### config.mk
export PLATFORM = sky130hd
export DESIGN_NAME = add_serial_sched_flat
export DESIGN_NICKNAME = d
export VERILOG_FILES = /design/src/rtl/add_serial_sched_pkg.sv /design/src/rtl/add_serial_sched_if.sv /design/src/rtl/add_serial_sched_rr_pick.sv /design/src/rtl/add_serial_sched.sv /design/src/flat_wrapper.sv
export SDC_FILE = /design/constraint.sdc
export NUM_CORES = 1
export LEC_CHECK = 0
export ABC_AREA = 1
export CAP_MARGIN = 10
export CORE_ASPECT_RATIO = 1.5
export CORE_UTILIZATION = 40
export CTS_CLUSTER_DIAMETER = 80
export DETAILED_ROUTE_END_ITERATION = 6
export PLACE_DENSITY = 0.77
export SLEW_MARGIN = 20
export SYNTH_ARGS = -nofsm -noshare
export SYNTH_HDL_FRONTEND = slang
export SYNTH_SLANG_ARGS = --single-unit
### constraint.sdc
create_clock -name clk -period 2.15 [get_ports clk]
set_clock_uncertainty 0.1 [all_clocks]
set_input_delay 0.43 -clock clk [delete_from_list [all_inputs] [get_ports clk]]
set_output_delay 0.43 -clock clk [all_outputs]
set_load 0.02 [all_outputs]
### src/rtl/add_serial_sched_pkg.sv
// add_serial_pkg: shared types and constants for the serial-adder scheduler.
//   state_t        - scheduler FSM state encoding (3-bit)
//   ADD_SERIAL_W   - default operand/result width
//   ADD_SERIAL_LAT - default adder latency, load-enable cycle to stable sum
//   clog2()        - ceiling log2, usable in parameter expressions
package add_serial_pkg;

  typedef enum logic [2:0] {
    S_IDLE  = 3'd0,
    S_ISSUE = 3'd1,
    S_WAIT  = 3'd2,
    S_CAPT  = 3'd3,
    S_REL   = 3'd4
  } state_t;

  localparam int ADD_SERIAL_W   = 8;
  localparam int ADD_SERIAL_LAT = 9;

  function automatic int clog2(input int v);
    int r;
    r = 0;
    while ((1 << r) < v) r++;
    return r;
  endfunction

endpackage

### src/rtl/add_serial_sched_if.sv
// add_serial_sched_if: client-side and adder-side signals of the scheduler.
//   req/a_in/b_in       - per-requester request level and packed operands
//   gnt/resp_vld        - one-hot grant and one-cycle result strobe
//   resp_data           - sum for the strobed requester
//   busy                - scheduler not idle
//   add_en/add_a/add_b  - drive to the shared serial adder
//   add_out             - result from the shared serial adder
// slave is the scheduler; master is the environment (clients plus adder).
interface add_serial_sched_if #(
  parameter int N = 4,
  parameter int W = 8
);
  logic [N-1:0]   req;
  logic [N*W-1:0] a_in;
  logic [N*W-1:0] b_in;
  logic [N-1:0]   gnt;
  logic [N-1:0]   resp_vld;
  logic [W-1:0]   resp_data;
  logic           busy;
  logic           add_en;
  logic [W-1:0]   add_a;
  logic [W-1:0]   add_b;
  logic [W-1:0]   add_out;

  modport master (
    output req, a_in, b_in, add_out,
    input  gnt, resp_vld, resp_data, busy, add_en, add_a, add_b
  );

  modport slave (
    input  req, a_in, b_in, add_out,
    output gnt, resp_vld, resp_data, busy, add_en, add_a, add_b
  );
endinterface

### src/rtl/add_serial_sched_rr_pick.sv
// rr_pick: combinational round-robin search.
//   i_req - request vector
//   i_ptr - highest-priority index this round
//   o_gnt - one-hot winner (zero if no request)
//   o_id  - binary winner index
//   o_any - at least one request present
// Searches upward from i_ptr and wraps N-1 -> 0.
module rr_pick #(
  parameter int N   = 4,
  parameter int IDW = 2
) (
  input  logic [N-1:0]   i_req,
  input  logic [IDW-1:0] i_ptr,
  output logic [N-1:0]   o_gnt,
  output logic [IDW-1:0] o_id,
  output logic           o_any
);
  always_comb begin
    int idx;
    o_gnt = '0;
    o_id  = '0;
    o_any = 1'b0;
    for (int k = 0; k < N; k++) begin
      idx = int'(i_ptr) + k;
      if (idx >= N) idx = idx - N;
      if (!o_any && i_req[idx]) begin
        o_any      = 1'b1;
        o_gnt[idx] = 1'b1;
        o_id       = IDW'(idx);
      end
    end
  end
endmodule

### src/rtl/add_serial_sched.sv
// add_serial_sched: round-robin owner of one shared bit-serial adder.
//   clk  - clock, rising edge
//   rst  - asynchronous active-high reset
//   bus  - slave side of add_serial_sched_if (clients + adder)
// Flow: IDLE picks a winner and latches its operands, ISSUE pulses add_en to
// load the adder, WAIT counts out the adder latency, CAPT samples the sum and
// strobes resp_vld, REL pulses add_en again to return the adder to idle.
module add_serial_sched
  import add_serial_pkg::*;
#(
  parameter int N       = 4,
  parameter int W       = ADD_SERIAL_W,
  parameter int ADD_LAT = ADD_SERIAL_LAT
) (
  input logic clk,
  input logic rst,
  add_serial_sched_if.slave bus
);
  localparam int IDW = (N > 1) ? clog2(N) : 1;
  // One spare bit so the counter never wraps before reaching ADD_LAT-1.
  localparam int CW  = clog2(ADD_LAT) + 1;

  state_t         r_state, w_next;
  logic [IDW-1:0] r_ptr, r_id, w_pick_id;
  logic [N-1:0]   w_pick_gnt, r_gnt, r_resp_vld;
  logic           w_pick_any;
  logic [CW-1:0]  r_cnt;
  logic [W-1:0]   r_add_a, r_add_b, r_resp_data;
  logic           r_busy, w_add_en;

  rr_pick #(.N(N), .IDW(IDW)) u_pick (
    .i_req (bus.req),
    .i_ptr (r_ptr),
    .o_gnt (w_pick_gnt),
    .o_id  (w_pick_id),
    .o_any (w_pick_any)
  );

  // State register
  always_ff @(posedge clk or posedge rst) begin
    if (rst) r_state <= S_IDLE;
    else     r_state <= w_next;
  end

  // Next-state logic
  always_comb begin
    w_next = r_state;
    case (r_state)
      S_IDLE:  if (w_pick_any) w_next = S_ISSUE;
      S_ISSUE: w_next = S_WAIT;
      S_WAIT:  if (r_cnt == CW'(ADD_LAT - 1)) w_next = S_CAPT;
      S_CAPT:  w_next = S_REL;
      S_REL:   w_next = S_IDLE;
      default: w_next = S_IDLE;
    endcase
  end

  // Adder enable: load pulse in ISSUE, release pulse in REL.
  always_comb begin
    w_add_en = (r_state == S_ISSUE) || (r_state == S_REL);
  end

  // Registered datapath and client-facing outputs
  always_ff @(posedge clk or posedge rst) begin
    if (rst) begin
      r_ptr       <= '0;
      r_id        <= '0;
      r_gnt       <= '0;
      r_resp_vld  <= '0;
      r_resp_data <= '0;
      r_cnt       <= '0;
      r_add_a     <= '0;
      r_add_b     <= '0;
      r_busy      <= 1'b0;
    end else begin
      r_resp_vld <= '0;
      r_busy     <= (w_next != S_IDLE);
      case (r_state)
        S_IDLE: begin
          if (w_pick_any) begin
            r_id    <= w_pick_id;
            r_gnt   <= w_pick_gnt;
            r_add_a <= bus.a_in[w_pick_id*W +: W];
            r_add_b <= bus.b_in[w_pick_id*W +: W];
          end
        end
        S_ISSUE: r_cnt <= '0;
        S_WAIT:  if (r_cnt != '1) r_cnt <= r_cnt + 1'b1;
        S_CAPT: begin
          r_resp_data <= bus.add_out;
          r_resp_vld  <= r_gnt;
          r_gnt       <= '0;
          r_ptr       <= (int'(r_id) == N - 1) ? '0 : r_id + 1'b1;
        end
        default: ;
      endcase
    end
  end

  assign bus.gnt       = r_gnt;
  assign bus.resp_vld  = r_resp_vld;
  assign bus.resp_data = r_resp_data;
  assign bus.busy      = r_busy;
  assign bus.add_en    = w_add_en;
  assign bus.add_a     = r_add_a;
  assign bus.add_b     = r_add_b;
endmodule

### src/flat_wrapper.sv
// flat-port wrapper written by rule: the top's interface ports become plain ports
module add_serial_sched_flat import add_serial_pkg::*;
#(
  parameter int N       = 4,
  parameter int W       = ADD_SERIAL_W,
  parameter int ADD_LAT = ADD_SERIAL_LAT
)
  (clk, rst, bus_req, bus_a_in, bus_b_in, bus_add_out, bus_gnt, bus_resp_vld, bus_resp_data, bus_busy, bus_add_en, bus_add_a, bus_add_b);
  add_serial_sched_if #(.N(N), .W(W)) bus_i ();
  input logic clk;
  input logic rst;
  input wire logic [$bits(bus_i.req)-1:0] bus_req;
  input wire logic [$bits(bus_i.a_in)-1:0] bus_a_in;
  input wire logic [$bits(bus_i.b_in)-1:0] bus_b_in;
  input wire logic [$bits(bus_i.add_out)-1:0] bus_add_out;
  output wire logic [$bits(bus_i.gnt)-1:0] bus_gnt;
  output wire logic [$bits(bus_i.resp_vld)-1:0] bus_resp_vld;
  output wire logic [$bits(bus_i.resp_data)-1:0] bus_resp_data;
  output wire logic [$bits(bus_i.busy)-1:0] bus_busy;
  output wire logic [$bits(bus_i.add_en)-1:0] bus_add_en;
  output wire logic [$bits(bus_i.add_a)-1:0] bus_add_a;
  output wire logic [$bits(bus_i.add_b)-1:0] bus_add_b;
  assign bus_i.req = bus_req;
  assign bus_i.a_in = bus_a_in;
  assign bus_i.b_in = bus_b_in;
  assign bus_i.add_out = bus_add_out;
  assign bus_gnt = bus_i.gnt;
  assign bus_resp_vld = bus_i.resp_vld;
  assign bus_resp_data = bus_i.resp_data;
  assign bus_busy = bus_i.busy;
  assign bus_add_en = bus_i.add_en;
  assign bus_add_a = bus_i.add_a;
  assign bus_add_b = bus_i.add_b;
  add_serial_sched #(.N(N), .W(W), .ADD_LAT(ADD_LAT)) u_core (.clk(clk), .rst(rst), .bus(bus_i));
endmodule
==> results of run 1 <==
synthesized netlist by cell type, types with 5 or more instances:
cell type	instances
dfrtp_1	45
nor2_1	11
nand3_1	66
ha_1	8
nand2_1	132
buf_2	5
nand3_2	5
or2_0	7
nand2_2	6
o21ai_0	11
inv_1	80
a21oi_1	13
kinds of logic after synthesis:
family,count (synthesis)
buffers and inverters,97
AOI/OAI and AO/OA,31
and+or+nand+nor,246
DFF,45
adders and majority gates,8
worst max-delay path: cells and delay by family (launching register included):
family | cells | cell delay [ns]
flip-flops | 1 | 0.41
buffers and inverters | 2 | 0.17
adder cells (fa/ha/maj) | 1 | 0.22
AND/OR/NAND/NOR | 8 | 1.13
layout make-up:
cell class / instances / area, um^2
fill: 576 / 2320
timing repair buffer: 148 / 1500
sequential: 45 / 1130
clock inverter: 3 / 68.8
clock buffer: 5 / 68.8
tap: 100 / 125
inverter: 84 / 325
multi-input combinational: 289 / 1650
metrics by stage:
stage | instance area, um^2 | cells | total power [W] | setup TNS [ns] | util [%]
final | 4860 | 674 | 0.00847 | -0.00143 | 67.7
after global routing | 4860 | 674 | 0.00910 | -1.33 | 67.7
after CTS | 4550 | 664 | 0.00743 | 0 | 63.4
after detailed placement | 4350 | 653 | 0.00646 | -6.03 | 60.6
after global placement | 4350 | 653 | 0.00632 | -5.06 | 60.6
after floorplan | 2960 | 427 | 0.00465 | 0 | -
report_power, final:
part / internal [W] / total (W) / switching [W]
clock: 0.000468 / 0.000765 / 0.000297
combinational: 0.00278 / 0.00627 / 0.00349
sequential: 0.00122 / 0.00143 / 0.000217
registers in the layout, indices dropped and copies added (netlist names):
name,cells
u_core.r_cnt,5
u_core.r_ptr,2
u_core.bus.add_a,8
u_core.bus.resp_vld,4
u_core.bus.gnt,4
u_core.bus.busy,1
u_core.r_id,2
u_core.bus.add_b,8
u_core.r_state,3
u_core.bus.resp_data,8
worst max-delay path by stage:
stage,start,end,slack (ns)
4_1_cts,u_core.r_ptr[1],u_core.bus.busy,0.02
6_report,u_core.r_ptr[0],u_core.bus.add_a[6],-0.001
5_1_grt,u_core.r_ptr[0],u_core.bus.gnt[3],-0.12
3_3_place_gp,bus_req[2],u_core.bus.add_a[7],-0.26
3_5_place_dp,bus_req[2],u_core.bus.add_a[2],-0.34
2_1_floorplan,u_core.r_ptr[1],u_core.bus.add_a[0],0.05
routing by layer:
metal  share of wire, %  track usage, %
met5                  0               0
met4                3.5            9.66
met3                4.0            2.53
met2                 55            37.7
met1                 38            22.6
repair_timing:
item,in CTS,in global routing
hold endpoints to repair,0,0
setup endpoints to repair,22,23
pin swaps,1,15
gates cloned,1,4
gates resized for setup,5,52
setup buffers,2,6
==> run metrics, run 1 <==
outcome complete, but fails checks; violated checks setup timing; P_leak 2.47 nW; global-route wire length before repair approximately 13000 um; Hold Path Class primary input to asynchronous set/reset pin; pre-CTS WS -0.343 ns; Worst Slack Setup Final -0.00143 ns; final worst path period share 100%; Max Freq 465 MHz; CP max-delay cell dfrtp_1; Simple-Gate Fraction of Synth Area 39.1%; die area 7760 um^2; crit end category flip-flop; drt initial violations between 150 and 200; gr usage total around a fifth; CTS tree built; Synth Area in Compound Gates approximately 5.7%; CORE AREA 7180 um^2; YS warnings 0; final count of negative-setup-slack endpoints 1; synthesized net count 513; htree depth 2; Main synth FF type dfrtp_1; Synth Area in XOR/XNOR 0%; ant diodes 0; largest family of logic cells by synthesized area simple AND/OR/NAND/NOR gates; Max Slew Vio Count 0; Yosys reg bits 45; per-cell routed wire length approximately 13 um; hold-fix buffers at CTS 0; commonest non-fill, non-tap cell in the layout nand2_1; Clock transition at path regs roughly 0.09 ns; CP max FO 8; synth top area cells dfrtp_1 38%, nand2_1 17%, nand3_1 11%; CP peak stage delay around 0.4 ns; min Tclk post-route 2.15 ns; crit path launch type flip-flop; PortBufs 111; Routed WL approximately 8600 um; GP Congestion between 0.8 and 0.9; worst-margin pin slew ~0.64 ns; RSZ-0062 raised after global routing true; Cells after Synth 427; Syn Std Cell Area about 3000 um^2; row count 38; worst r2r src u_core.r_ptr[0]; multiplexer share of the synthesized area 0%; DP HPWL roughly 6100 um; final antenna-violating net count 0; CP required 2.24 ns; fraction of layout cells with a size suffix above 1 18.6%; chip height 107 um; critical path type flip-flop to flip-flop; worst reg-to-reg setup slack -0.001 ns; Die X between 70 and 80 um; Clk Tree Root Cell clkbuf_8; clock tree buffer depth 2; maximum VDD drop a little under 0.8 mV; worst hold slack between 0.3 and 0.4 ns; commonest cells after routing, fill and taps aside 126 x nand2_1, 108 x clkdlybuf4s50_1, 75 x inv_1; Unique masters post-synth 28; Clock Latency Late Sink 0.30 ns; Slew headroom a little under three fifths; gr ovfl total 0; Reg2Reg Depth 11; Avg Synthesized Cell Area about 7 um^2; Cell Pwr Density roughly 1700 nW/um^2; starting density of the core 41.3%; Worst EP arrival ~2.2 ns; area grow syn2layout 64.2%; Num CTS Buffers 5; Final Hold Viols 0; FFs w/ async S/R, synth 100%; vias in the first global route 3097; FF-to-FF End u_core.bus.add_a[6]; Seq/Total Area, Yosys a little under two fifths; Final nets roughly 660; total number of vias 3276; clock sinks 45; number of synthesized flops with an enable pin 0; share of the synthesized area in the top cell type approximately two fifths; max-cap viol count 0; initial antenna violation count 0; CP Cell Sequence inv_2 -> ha_4 -> inv_4 -> nand3_4 -> nand2_4 -> nand4_2 -> nand2_4 -> nand2_8 -> or2_2 -> nand3_1 -> nand3_1; area leader, netlist dfrtp_1; IO Count 112; vias per cell 4.86; largest net degree at the start of global routing 33; DRC 0; DR pass1 iterations 4; Synth Area in Adders around 3.4%
No activity file was read; power rests on OpenSTA's default activity.
==> inputs of run 2 (changes only) <==
--- a/config.mk
+++ b/config.mk
@@ -8,11 +8,12 @@
 export ABC_AREA = 1
 export CAP_MARGIN = 10
 export CORE_ASPECT_RATIO = 1.5
-export CORE_UTILIZATION = 40
+export CORE_UTILIZATION = 41
 export CTS_CLUSTER_DIAMETER = 80
 export DETAILED_ROUTE_END_ITERATION = 6
-export PLACE_DENSITY = 0.77
+export PLACE_DENSITY = 0.78
 export SLEW_MARGIN = 20
 export SYNTH_ARGS = -nofsm -noshare
 export SYNTH_HDL_FRONTEND = slang
+export SYNTH_HIERARCHICAL = 1
 export SYNTH_SLANG_ARGS = --single-unit
==> run metrics, run 2 <==
Main synth FF type dfrtp_1; share of the synthesized area in the top cell type a little under two fifths; final antenna-violating net count 0; FFs w/ async S/R, synth 100%; hold-fix buffers at CTS 0; met1 usage roughly a fifth; worst-margin pin slew 0.392 ns; fraction of layout cells with a size suffix above 1 between 10% and 20%; RSZ-0062 raised after global routing true; area of the multi-input gates 1660 um^2; Seq/Total Area, Yosys 37.3%; Final nets 693; starting density of the core a little over two fifths; gr ovfl total 0; Finished Cell Area ~4700 um^2; FILL cells about 610; Routed WL 8350 um; largest family of logic cells by synthesized area simple AND/OR/NAND/NOR gates; DP HPWL a little under 6000 um; multiplexer share of the synthesized area 0%; crit end category flip-flop; DR pass1 iterations 4; FF-to-FF End u_core/bus.add_b[1]; violated checks setup timing; Avg Synthesized Cell Area about 6.5 um^2; Cell Pwr Density about 1800 nW/um^2; chip height around 110 um; Gate power share 75.4%; CP required ~2.2 ns; outcome complete, but fails checks; clock sinks 45; Unique masters post-synth 20; Simple-Gate Fraction of Synth Area 42.4%; net switching power approximately 0.0042 W; area grow syn2layout 57.1%; PortBufs around 110; met3 usage under 10%; number of synthesized flops with an enable pin 0; crit path launch type primary input; max-cap viol count 0; grt peak-use layer met2; row count 38; vias per cell between 4 and 5; Worst Slack Setup Final -0.107 ns; critical path type primary input to flip-flop; Die X around 72 um; most frequent cell after synthesis nand2_1; Util after Layout between 60 and 70%; Reg2Reg Depth 15; Slew headroom 73.8%; Synth Area in XOR/XNOR 0%; commonest cells after routing, fill and taps aside 192 x nand2_1, 110 x clkdlybuf4s50_1, 57 x nor2_1; Clock Latency Late Sink 0.30 ns; ant diodes 0; Yosys reg bits 45; Sw Share about half; synth top area cells dfrtp_1 37%, nand2_1 24%, nor2_1 9.1%; DRC 0; initial antenna violation count 0; Max Slew Vio Count 0; Syn Std Cell Area slightly above 3000 um^2; maximum VDD drop ~1.5 mV; synth cell count leaders 196 x nand2_1, 73 x nor2_1, 52 x inv_1; per-cell routed wire length roughly 12 um; Synth Area in Compound Gates roughly 4.2%; worst hold slack 0.321 ns; CTS tree built; Clk Tree Root Cell clkbuf_8; Final Hold Viols 0; worst r2r src u_core/r_ptr[1]; M2 GR Usage between 30% and 40%; drt initial violations approximately 110; final count of negative-setup-slack endpoints 20; Clock power frac under 10%; min Tclk post-route about 2.3 ns; Clock transition at path regs 0.09 ns; total number of vias about 3300; final worst path period share 105%; Hold Path Class primary input to asynchronous set/reset pin; P_leak about 2.4 nW; clock tree buffer depth 2; Tot Pwr about 0.0086 W; Synth Area in Adders 4.97%; global-route wire length before repair between 10000 and 15000 um; CORE AREA slightly above 7000 um^2; IO Count roughly 110; Sequential cell area roughly 1100 um^2; P_int about 0.0044 W; commonest non-fill, non-tap cell in the layout nand2_1; htree depth 2; worst reg-to-reg setup slack -0.09 ns; Num CTS Buffers 5; CP max FO 8; largest net degree at the start of global routing 66; die area approximately 7700 um^2; Area after DPL ~4400 um^2; synthesized net count between 500 and 600; Worst EP arrival about 2.4 ns; YS warnings 6; gr usage total roughly 20%; Cells after Synth around 470; GP Congestion roughly 0.9; Max Freq between 400 and 500 MHz; vias in the first global route between 3000 and 4000; Seq pwr share roughly 17%; area leader, netlist dfrtp_1
[run 2: worst max-delay path, stage by stage]
cell	delay, ns
clkdlybuf4s50_1	0.49
inv_1	0.05
nand2_1	0.10
nand3_2	0.12
nand2_2	0.12
nor2_4	0.05
a21oi_2	0.17
nand3_4	0.20
clkbuf_16	0.23
nor2_1	0.10
nor2_1	0.05
nand2_1	0.08
nand2_1	0.05
nand2_1	0.05
nand2_1	0.05
[run 2: worst max-delay path by stage]
stage,from,end,slack (ns),depth (start not counted)
finish,bus_req[1],u_core/bus.add_b[1],-0.11,15
global route,bus_req[1],u_core/bus.add_b[0],-0.26,15
CTS,u_core/r_ptr[0],u_core/bus.add_a[5],0.002,15
detailed placement,bus_req[1],u_core/bus.add_a[5],-0.28,16
global placement,bus_req[3],u_core/bus.add_a[6],-0.23,15
floorplan,u_core/r_ptr[0],u_core/bus.add_a[5],0.006,17
[run 2: logic make-up after synthesis]
group,Yosys count
AND/OR/NAND/NOR,312
buffers and inverters,74
flip-flops,45
AO/OA/AOI/OAI,23
adder cells (fa/ha/maj),12
[run 2: repair_timing]
item                       CTS  global route
setup endpoints to repair    1            24
buffers inserted             0             6
cloned                       0             6
pin swaps                    0            29
gates resized for setup      1            32
[run 2: power groups by stage]
stage / logic (W) / clock network, W / registers (W)
after floorplan: 0.00349 / 0 / 0.00179
after global placement: 0.00514 / 0 / 0.00146
after detailed placement: 0.00529 / 0 / 0.00147
after CTS: 0.00530 / 0.000673 / 0.00146
after global routing: 0.00714 / 0.000702 / 0.00150
final: 0.00650 / 0.000658 / 0.00146
[run 2: metal layers]
metal / wire length [um] / vias up
met5: 0 / -
met4: 231 / 0
met1: 3050 / 1456
met2: 4660 / 111
met3: 401 / 16
li1: - / 1672
[run 2: area by class of cell]
class / count / share of cell area (%)
Multi-Input combinational cell: 347 / 35.0
Timing Repair Buffer: 146 / 31.3
Sequential cell: 45 / 23.8
Inverter: 58 / 4.85
Tap cell: 100 / 2.64
Clock buffer: 7 / 1.82
Clock inverter: 1 / 0.633
[run 2: through the flow]
step	setup TNS, ns	setup slack [ns]	instances
after floorplan	0	0.00572	466
after global placement	-4.61	-0.232	684
after detailed placement	-6.02	-0.285	684
after CTS	0	0.00215	692
after global routing	-4.69	-0.256	704
final	-1.50	-0.107	704
